### config.mk
export PLATFORM = sky130hd
export DESIGN_NAME = vend_controller
export DESIGN_NICKNAME = d
export VERILOG_FILES = /design/src/rtl/vend_pkg.sv /design/src/rtl/vend_change_dispenser.sv /design/src/rtl/vend_controller.sv
export SDC_FILE = /design/constraint.sdc
export NUM_CORES = 1
export LEC_CHECK = 0
export CAP_MARGIN = 20
export CORE_MARGIN = 5
export CORE_UTILIZATION = 45
export DETAILED_ROUTE_END_ITERATION = 10
export HOLD_SLACK_MARGIN = 0.12
export PLACE_DENSITY = 0.71
export SETUP_SLACK_MARGIN = 0.15
export SYNTH_ARGS = -nofsm -noshare
export SYNTH_HDL_FRONTEND = slang
export SYNTH_SLANG_ARGS = --single-unit
### constraint.sdc
create_clock -name clk -period 7.2 [get_ports clk]
set_clock_uncertainty 0.2 [all_clocks]
set_input_delay 1.44 -clock clk [delete_from_list [all_inputs] [get_ports clk]]
set_output_delay 1.44 -clock clk [all_outputs]
set_load 0.01 [all_outputs]
### src/rtl/vend_pkg.sv
// Shared types and helpers for the vending controller: state encoding,
// coin index constants and denomination lookup.
package vend_pkg;

  typedef enum logic [1:0] {
    IDLE     = 2'd0,
    COLLECT  = 2'd1,
    DISPENSE = 2'd2,
    REFUND   = 2'd3
  } state_t;

  localparam logic [1:0] COIN0 = 2'd0;
  localparam logic [1:0] COIN1 = 2'd1;
  localparam logic [1:0] COIN2 = 2'd2;
  localparam logic [1:0] COIN3 = 2'd3;

  // Denomination values are module parameters, so they are passed in.
  function automatic int coin_value(input logic [1:0] sel,
                                    input int v0, input int v1,
                                    input int v2, input int v3);
    int v;
    case (sel)
      COIN0:   v = v0;
      COIN1:   v = v1;
      COIN2:   v = v2;
      default: v = v3;
    endcase
    return v;
  endfunction

  function automatic int max4(input int a, input int b, input int c, input int d);
    int m;
    m = a;
    if (b > m) m = b;
    if (c > m) m = c;
    if (d > m) m = d;
    return m;
  endfunction

endpackage

### src/rtl/vend_change_dispenser.sv
// Change-count register: loads owed units, emits one change pulse per unit while run is high.
// Latency: pulse in the first run cycle after load; no backpressure, one unit per cycle.
module change_dispenser #(
  parameter int W = 5
) (
  input  logic         clk,
  input  logic         reset,
  input  logic         load,
  input  logic [W-1:0] load_val,
  input  logic         run,
  output logic         change_pulse,
  output logic         done,
  output logic         pending
);

  logic [W-1:0] count_q;
  logic [W-1:0] count_d;

  always_comb begin
    count_d = count_q;
    if (load) begin
      count_d = load_val;
    end else if (run && (count_q != '0)) begin
      count_d = count_q - 1'b1;
    end
  end

  always_ff @(posedge clk) begin
    if (reset) begin
      count_q <= '0;
    end else begin
      count_q <= count_d;
    end
  end

  assign change_pulse = run && (count_q != '0);
  // done flags the last unit: the count reaches zero at the coming edge.
  assign done    = (count_q <= W'(1));
  assign pending = (count_q != '0);

endmodule

### src/rtl/vend_controller.sv
// Vending controller: accumulates coin credit against PRICE, vends, then returns change.
// Latency: vend one cycle after the completing coin; coins outside IDLE/COLLECT are rejected.
module vend_controller
  import vend_pkg::*;
#(
  parameter int PRICE     = 3,
  parameter int COIN0_VAL = 1,
  parameter int COIN1_VAL = 2,
  parameter int COIN2_VAL = 5,
  parameter int COIN3_VAL = 10,
  parameter int CREDIT_W  = 5,
  parameter int SALES_W   = 16
) (
  input  logic                clk,
  input  logic                reset,
  input  logic                enable,
  input  logic [1:0]          coin_sel,
  input  logic                cancel,
  output logic                ready,
  output logic [CREDIT_W-1:0] credit,
  output logic                vend,
  output logic                change_pulse,
  output logic                coin_reject,
  output logic [SALES_W-1:0]  sales
);

  localparam int MAX_COIN = max4(COIN0_VAL, COIN1_VAL, COIN2_VAL, COIN3_VAL);
  localparam logic [CREDIT_W-1:0] PRICE_C = CREDIT_W'(PRICE);

  if (PRICE < 1) begin : g_price_check
    $error("vend_controller: PRICE must be at least 1");
  end
  if ((PRICE - 1 + MAX_COIN) > ((1 << CREDIT_W) - 1)) begin : g_credit_w_check
    $error("vend_controller: CREDIT_W too narrow for PRICE-1+max coin value");
  end

  state_t                state_q, state_d;
  logic [CREDIT_W-1:0]   credit_q, credit_d;
  logic [SALES_W-1:0]    sales_q, sales_d;
  logic                  coin_reject_q, coin_reject_d;

  logic [CREDIT_W-1:0]   coin_v;
  logic [CREDIT_W-1:0]   sum;
  logic                  chg_load;
  logic [CREDIT_W-1:0]   chg_load_val;
  logic                  chg_run;
  logic                  chg_done;
  logic                  chg_pending;

  assign coin_v  = CREDIT_W'(coin_value(coin_sel, COIN0_VAL, COIN1_VAL, COIN2_VAL, COIN3_VAL));
  assign sum     = credit_q + coin_v;
  assign chg_run = (state_q == REFUND);

  always_comb begin
    state_d       = state_q;
    credit_d      = credit_q;
    sales_d       = sales_q;
    coin_reject_d = 1'b0;
    chg_load      = 1'b0;
    chg_load_val  = '0;
    case (state_q)
      IDLE, COLLECT: begin
        if (cancel) begin
          coin_reject_d = enable;
          if (credit_q != '0) begin
            chg_load     = 1'b1;
            chg_load_val = credit_q;
            credit_d     = '0;
            state_d      = REFUND;
          end
        end else if (enable) begin
          if (sum < PRICE_C) begin
            credit_d = sum;
            state_d  = COLLECT;
          end else begin
            chg_load     = 1'b1;
            chg_load_val = sum - PRICE_C;
            credit_d     = '0;
            state_d      = DISPENSE;
          end
        end
      end
      DISPENSE: begin
        coin_reject_d = enable;
        sales_d       = sales_q + 1'b1;
        state_d       = chg_pending ? REFUND : IDLE;
      end
      REFUND: begin
        coin_reject_d = enable;
        if (chg_done) state_d = IDLE;
      end
      default: state_d = IDLE;
    endcase
  end

  always_ff @(posedge clk) begin
    if (reset) begin
      state_q       <= IDLE;
      credit_q      <= '0;
      sales_q       <= '0;
      coin_reject_q <= 1'b0;
    end else begin
      state_q       <= state_d;
      credit_q      <= credit_d;
      sales_q       <= sales_d;
      coin_reject_q <= coin_reject_d;
    end
  end

  change_dispenser #(.W(CREDIT_W)) u_change (
    .clk          (clk),
    .reset        (reset),
    .load         (chg_load),
    .load_val     (chg_load_val),
    .run          (chg_run),
    .change_pulse (change_pulse),
    .done         (chg_done),
    .pending      (chg_pending)
  );

  assign ready       = (state_q == IDLE) || (state_q == COLLECT);
  assign credit      = credit_q;
  assign vend        = (state_q == DISPENSE);
  assign coin_reject = coin_reject_q;
  assign sales       = sales_q;

endmodule
==> impl_results.rst, run 1 <==
.. list-table::
   :header-rows: 1

   * - Metric
     - Value
   * - Number of cell instances on the worst register-to-register path
     - 8
   * - Max rail drop VDD
     - 0.1695 mV
   * - Placement row count
     - 21
   * - Count of instances resized after the clock tree is built
     - 0
   * - Clk pin slew, worst setup/hold paths
     - 0.10 ns
   * - Critical hold path startpoint
     - sales[1]
   * - Result of the run
     - finished clean
   * - Final Net Count
     - 229
   * - Crit path arrival time
     - 4.07 ns
   * - Total routing usage reported by global routing
     - 16.06%
   * - Cell with the most instances after synthesis
     - sky130_fd_sc_hd__dfxtp_1
   * - Crit path cell chain
     - clkdlybuf4s50_1 -> inv_1 -> ha_1 -> fa_1 -> a21o_1 -> a21oi_2 -> xnor2_2 -> nor3_2 -> or3b_1 -> a221oi_1
   * - Synth top area cells
     - sky130_fd_sc_hd__dfxtp_1, sky130_fd_sc_hd__ha_1, sky130_fd_sc_hd__xor2_1
   * - Path type of the worst setup path
     - in2reg
   * - Core Region
     - 3390 um2
   * - Final Hold Violating Endpoints
     - 0
   * - Slack of the worst reg-to-reg path
     - 4.54 ns
   * - Total Die Area
     - 4842 um2
   * - Clock Sink Count
     - 29
   * - Combined buffer and inverter count along the critical path
     - 2
   * - Leading area contributor after synthesis
     - sky130_fd_sc_hd__dfxtp_1
   * - DRT antenna net count
     - 0
   * - TritonCTS clock tree
     - built
   * - Ratio of total power to cell area
     - 188.5 nW/um2
   * - Pin count of the biggest net entering global routing
     - 28
   * - Die width
     - 69.59 um
   * - 1st-pass router iterations
     - 4
   * - Number of enable-type register cells in the synthesized netlist
     - 0
   * - Total via count in the routed design
     - 1401
   * - Count of mapped cells out of synthesis
     - 182
   * - Via count of the first global-routing pass
     - 1386
   * - CTS Buf Count
     - 5
   * - Final worst path period share
     - 56.11%
   * - Master of the slowest instance on the critical path
     - sky130_fd_sc_hd__clkdlybuf4s50_1
   * - Clock latency on the worst-skew pair
     - 0.33 ns
   * - Final antenna diode count
     - 0
   * - Pre-CTS worst setup slack
     - 2.821 ns
   * - Final routed wirelength across all metal layers
     - 3708 um
   * - Number of vias per cell
     - 5.368
   * - Element type at the critical path end
     - flip-flop
   * - Max Transition Viols Final
     - 0
   * - Number of buffers added for setup after CTS
     - 0
   * - Critical-path maximum fanout
     - 7
   * - Master cell of the clock root buffer
     - sky130_fd_sc_hd__clkbuf_4
   * - Cell family with the largest share of critical-path delay
     - buffers and inverters
   * - Endpoint of the worst-slack reg-to-reg timing path
     - u_change.count_q[1]
   * - End-of-flow core utilization
     - 59.51%
   * - Number of antenna violations at the first check in global routing
     - 0
   * - Number of maximum-capacitance violations
     - 0
   * - Least-Margin Pin Slew
     - 0.9606 ns
   * - Post-synthesis register bit count
     - 29
   * - Die Y-Extent
     - 69.59 um
   * - Unique masters post-synth
     - 44
   * - Initial Util
     - 47.14%
   * - Global-route wire length before repair
     - 6437 um
   * - Min Tclk post-route
     - 4.040 ns
   * - Setup total negative slack
     - 0 ns
   * - Number of hold-repair buffers added at the cts stage
     - 0
   * - Routability-driven placement congestion ratio
     - 0.9809
   * - Average routed wire per standard cell
     - 14.21 um
   * - Cell area after technology mapping
     - 1598 um2
   * - Yosys top cell area share
     - 36.34%
   * - Leakage power
     - 0.0007825 uW
   * - # DRC
     - 0
   * - Global route total overflow
     - 0
   * - Synth warn
     - 0
   * - Mean instance size in the synthesized netlist
     - 8.779 um2
   * - Max_slew headroom
     - 35.76%
   * - H-tree depth
     - 2
   * - Placed wire-length estimate after detailed placement
     - 2776 um
   * - Final setup violation count
     - 0
   * - Most frequent cells after synthesis
     - sky130_fd_sc_hd__dfxtp_1, sky130_fd_sc_hd__nor2_1, sky130_fd_sc_hd__nand2_1
   * - Largest incremental delay on the critical path
     - 0.57 ns
   * - Type of the most critical hold path
     - reg2reg
   * - Crit path launch type
     - input pin
   * - Fmax achieved
     - 247.5 MHz
   * - Number of filler instances in the final layout
     - 296
   * - Number of cells on the worst hold path
     - 2
   * - Area Growth Syn to Fin
     - 26.23%
   * - Top Ports
     - 31
   * - Share of synthesized flip-flops with an asynchronous set or reset
     - 0%
   * - Minimum setup slack in the final design
     - 3.160 ns
   * - Share of final-layout standard cells stronger than drive strength 1
     - 8.372%
   * - Drt first-iter violations
     - 94
   * - Port Buffers
     - 30
   * - Clock Tree Buf Depth
     - 2
   * - Top_reg_cell synth
     - sky130_fd_sc_hd__dfxtp_1
   * - Sequential area share after synthesis
     - 36.34%
   * - Setup repair after global routing missed its margin
     - no
   * - Worst r2r src
     - credit[0]
   * - Worst hold path endpoint
     - sales[1]
   * - Mapped Nets
     - 197
   * - Required time of the worst setup path
     - 7.23 ns
worst max path at each step:
stage                     start                  end  cells after the start
detailed placement  coin_sel[0]  u_change.count_q[1]                     10
global placement    coin_sel[0]  u_change.count_q[2]                     10
floorplan           coin_sel[0]  u_change.count_q[1]                      9
global route        coin_sel[0]  u_change.count_q[1]                     10
CTS                 coin_sel[0]  u_change.count_q[1]                     10
finish              coin_sel[0]  u_change.count_q[1]                     10
cell usage in the layout (no fill, tap or decap), types with 3 or more instances in the layout:
master / Yosys / layout
sky130_fd_sc_hd__a21oi_1: 10 / 10
sky130_fd_sc_hd__and2_1: 4 / 4
sky130_fd_sc_hd__clkbuf_4: 0 / 5
sky130_fd_sc_hd__clkdlybuf4s50_1: 0 / 30
sky130_fd_sc_hd__dfxtp_1: 29 / 29
sky130_fd_sc_hd__ha_1: 8 / 8
sky130_fd_sc_hd__inv_1: 9 / 9
sky130_fd_sc_hd__nand2_1: 14 / 14
sky130_fd_sc_hd__nand3_1: 6 / 6
sky130_fd_sc_hd__nand4_1: 5 / 5
sky130_fd_sc_hd__nor2_1: 25 / 25
sky130_fd_sc_hd__nor3_1: 5 / 5
sky130_fd_sc_hd__nor4_1: 3 / 3
sky130_fd_sc_hd__o21ai_0: 5 / 5
sky130_fd_sc_hd__xnor2_1: 9 / 9
sky130_fd_sc_hd__xor2_1: 11 / 11
area by class of cell:
| type | instances | area (um2) | area share (%) |
|---|---|---|---|
| clock buffers | 7 | 55.05 | 2.730 |
| flip-flops and latches | 29 | 580.6 | 28.78 |
| inverters | 9 | 33.78 | 1.675 |
| repair buffers | 30 | 300.3 | 14.89 |
| well taps | 46 | 57.56 | 2.854 |
| multi-input cells | 139 | 959.7 | 47.58 |
| clock inverters | 1 | 30.03 | 1.489 |
logic make-up after synthesis:
kind of cell,share of synthesized area (%)
adder cells (fa/ha/maj),7.518
AND/OR/NAND/NOR,23.18
multiplexers,1.331
buffers and inverters,3.602
flip-flops,36.34
XOR/XNOR,13.00
AO/OA/AOI/OAI,15.04
report_power, final:
part / internal, uW / switching, uW / total, uW
Sequential: 167 / 8.25 / 175
Clock: 82.9 / 56.2 / 139
Combinational: 29.7 / 36.4 / 66.1
Total: 279 / 101 / 380
worst min-delay path, stage by stage (launching register included):
cell	delay (ns)
sky130_fd_sc_hd__dfxtp_1	0.35
sky130_fd_sc_hd__nand2_1	0.06
sky130_fd_sc_hd__a21oi_1	0.06
routing by layer:
layer / share of wire (%) / track usage, % / vias up
li1: - / - / 696
met1: 45 / 20.83 / 657
met2: 48 / 25.64 / 43
met3: 5.4 / 4.783 / 5
met4: 1.4 / 4.772 / 0
met5: 0 / 0 / -
state kept, by name, indices dropped and copies added, names as in the netlist:
name              count
coin_reject           1
credit                5
state_q               2
u_change.count_q      5
sales                16
per-stage QoR:
stage	std cells	area (um2)	power [uW]	hold WS, ns
after CTS	261	2017	382.5	0.3043
after detailed placement	253	1932	244.3	0.2909
after global routing	261	2017	398.9	0.3438
after floorplan	182	1598	224.2	0.3078
after global placement	253	1932	241.6	0.2835
final	261	2017	380.3	0.3094
No activity file was read; power rests on OpenSTA's default activity.
==> run 2: changes to the inputs <==
--- a/config.mk
+++ b/config.mk
@@ -10,7 +10,7 @@
 export CORE_UTILIZATION = 45
 export DETAILED_ROUTE_END_ITERATION = 10
 export HOLD_SLACK_MARGIN = 0.12
-export PLACE_DENSITY = 0.71
+export PLACE_DENSITY = 0.74
 export SETUP_SLACK_MARGIN = 0.15
 export SYNTH_ARGS = -nofsm -noshare
 export SYNTH_HDL_FRONTEND = slang
==> constraint.sdc (replaced) <==
create_clock -name clk -period 3.7 [get_ports clk]
set_clock_uncertainty 0.2 [all_clocks]
set_input_delay 0.74 -clock clk [delete_from_list [all_inputs] [get_ports clk]]
set_output_delay 0.74 -clock clk [all_outputs]
set_load 0.01 [all_outputs]
==> run 2 against run 1 <==
Hold slack got worse by 0.0074 ns. Non-clock buffer count rose by 2. Highest routed layer unchanged. Count of clock-buffer cells in the layout grew 1. Largest power group unchanged.
==> impl_results.rst, run 2 (synthesis gave the netlist of run 1 again) <==
.. list-table::
   :header-rows: 1

   * - Metric
     - Value
   * - Result of the run
     - finished clean
   * - Placed wire-length estimate after detailed placement
     - 2540 um
   * - Area after DPL
     - 1947 um2
   * - Worst hold path endpoint
     - sales[1]
   * - Global route total overflow
     - 0
   * - Die Y-Extent
     - 69.59 um
   * - Least-Margin Pin Slew
     - 0.6415 ns
   * - Switching share of power
     - 28.97%
   * - Final antenna diode count
     - 0
   * - Seq pwr share
     - 52.7%
   * - Port Buffers
     - 30
   * - Top Ports
     - 31
   * - Number of placed cells counting well taps
     - 255
   * - Area Growth Syn to Fin
     - 24.90%
   * - Initial Util
     - 47.14%
   * - CTS Buf Count
     - 5
   * - Setup total negative slack
     - 0 ns
   * - Number of standard cells in the layout, taps in and fillers out
     - 263
   * - Number of buffers added for setup after CTS
     - 0
   * - Cell internal power dissipation
     - 459.1 uW
   * - Final worst path period share
     - 86.84%
   * - Number of cells on the worst hold path
     - 2
   * - Number of antenna violations at the first check in global routing
     - 0
   * - Number of filler instances in the final layout
     - 312
   * - Die width
     - 69.59 um
   * - Ratio of total power to cell area
     - 323.9 nW/um2
   * - Average routed wire per standard cell
     - 12.51 um
   * - Area of all sequential standard cells
     - 580.6 um2
   * - Routability-driven placement congestion ratio
     - 0.8750
   * - Fraction of power consumed by combinational cells
     - 19.8%
   * - Required time of the worst setup path
     - 3.75 ns
   * - H-tree depth
     - 2
   * - Number of hold-repair buffers added at the cts stage
     - 0
   * - # DRC
     - 0
   * - Endpoint of the worst-slack reg-to-reg timing path
     - u_change.count_q[2]
   * - Clock Sink Count
     - 29
   * - Element type at the critical path end
     - flip-flop
   * - Number of maximum-capacitance violations
     - 0
   * - Leakage power
     - 0.0007732 uW
   * - Final Net Count
     - 231
   * - Most common cell after layout, fill and taps aside
     - sky130_fd_sc_hd__clkdlybuf4s50_1
   * - Total routing usage reported by global routing
     - 14.66%
   * - Final routed wirelength across all metal layers
     - 3290 um
   * - Critical hold path startpoint
     - sales[1]
   * - Share of final-layout standard cells stronger than drive strength 1
     - 8.295%
   * - 1st-pass router iterations
     - 4
   * - Final Hold Violating Endpoints
     - 0
   * - Crit path launch type
     - input pin
   * - Final setup violation count
     - 0
   * - Core Region
     - 3390 um2
   * - Pin count of the biggest net entering global routing
     - 17
   * - Clock latency on the worst-skew pair
     - 0.32 ns
   * - Drt first-iter violations
     - 40
   * - Post-route design area
     - 1996 um2
   * - Top library cells by usage in the layout, fill and taps aside
     - sky130_fd_sc_hd__clkdlybuf4s50_1, sky130_fd_sc_hd__dfxtp_1, sky130_fd_sc_hd__nor2_1
   * - Total Die Area
     - 4842 um2
   * - TritonCTS clock tree
     - built
   * - Multi-input gate area
     - 959.7 um2
   * - Crit path arrival time
     - 3.27 ns
   * - Clk pin slew, worst setup/hold paths
     - 0.08 ns
   * - Setup repair after global routing missed its margin
     - no
   * - Max Transition Viols Final
     - 0
   * - Number of vias per cell
     - 5.068
   * - Max rail drop VDD
     - 0.2139 mV
   * - Max_slew headroom
     - 56.84%
   * - Clock Tree Buf Depth
     - 2
   * - Type of the most critical hold path
     - reg2reg
   * - Fmax achieved
     - 311.2 MHz
   * - Slack of the worst reg-to-reg path
     - 1.03 ns
   * - Min Tclk post-route
     - 3.213 ns
   * - Master cell of the clock root buffer
     - sky130_fd_sc_hd__clkbuf_4
   * - Share of power burned in the clock network
     - 27.6%
   * - DRT antenna net count
     - 0
   * - Path type of the worst setup path
     - in2reg
   * - Total via count in the routed design
     - 1333
   * - Global-route wire length before repair
     - 5858 um
   * - Via count of the first global-routing pass
     - 1199
   * - Worst r2r src
     - credit[0]
   * - Net switching power
     - 187.3 uW
   * - Number of flip-flops in the largest register
     - 16
   * - Count of instances resized after the clock tree is built
     - 0
   * - Placement row count
     - 21
   * - Number of cell instances on the worst register-to-register path
     - 8
   * - Critical-path maximum fanout
     - 7
[run 2: cell types whose count changed in the layout (fill, tap and decap cells not counted), sizes merged]
cell,before,now
clkbuf,7,8
buf,0,2
bufinv,1,0
[run 2: worst max path at each step]
stage                start                  end  cells after the start
2_1_floorplan  coin_sel[0]  u_change.count_q[1]                      9
3_3_place_gp   coin_sel[0]  u_change.count_q[2]                     10
3_5_place_dp   coin_sel[0]  u_change.count_q[2]                     10
4_1_cts        coin_sel[0]  u_change.count_q[2]                     10
5_1_grt        coin_sel[0]  u_change.count_q[0]                     10
6_report       coin_sel[0]  u_change.count_q[2]                     10
[run 2: area by class of cell]
class                      count  share of cell area (%)
sequential                    29                   29.09
multi-input combinational    139                   48.09
clock buffer                   8                   2.445
timing repair buffer          32                   15.80
inverter                       9                   1.693
tap                           46                   2.884
[run 2: layer usage]
layer,track usage [%],wire length [um],vias up
met5,0,0,-
met4,6.508,56,0
met3,3.913,149,5
met2,20.66,1425,28
met1,20.71,1658,598
li1,-,-,702
[run 2: stage by stage]
stage                     total power, uW  utilization, %  hold slack (ns)  worst slack [ns]
after floorplan                     436.3               -           0.3078            0.8002
after global placement              474.0           57.44           0.2801            0.1911
after detailed placement            475.1           57.44           0.2938            0.1434
after CTS                           656.3           58.88           0.3065            0.4737
after global routing                690.6           58.88           0.3474            0.3339
final                               646.4           58.88           0.3020            0.4869
[run 2: critical path: stages]
cell and delay, ns:
sky130_fd_sc_hd__clkdlybuf4s50_1 0.47, sky130_fd_sc_hd__inv_1 0.05, sky130_fd_sc_hd__ha_1 0.22, sky130_fd_sc_hd__fa_1 0.40, sky130_fd_sc_hd__a21o_1 0.18, sky130_fd_sc_hd__a21oi_2 0.17, sky130_fd_sc_hd__xnor2_2 0.12, sky130_fd_sc_hd__nor3_2 0.41
sky130_fd_sc_hd__mux2_2 0.38, sky130_fd_sc_hd__a21oi_1 0.12
[run 2: power by group through the flow]
stage                     Sequential [uW]  Combinational (uW)  Clock [uW]
after global placement                347                 127           0
after CTS                             340                 128         188
final                                 340                 128         178
after detailed placement              348                 128           0
after floorplan                       342                94.0           0
after global routing                  343                 144         204
==> run 3: changes to the inputs <==
--- a/config.mk
+++ b/config.mk
@@ -8,10 +8,12 @@
 export CAP_MARGIN = 20
 export CORE_MARGIN = 5
 export CORE_UTILIZATION = 45
+export CTS_CLUSTER_DIAMETER = 50
 export DETAILED_ROUTE_END_ITERATION = 10
 export HOLD_SLACK_MARGIN = 0.12
 export PLACE_DENSITY = 0.74
 export SETUP_SLACK_MARGIN = 0.15
+export SLEW_MARGIN = 20
 export SYNTH_ARGS = -nofsm -noshare
 export SYNTH_HDL_FRONTEND = slang
 export SYNTH_SLANG_ARGS = --single-unit
==> results of run 3 <==
Final layout, timing and power as in run 2 (identical DEF).
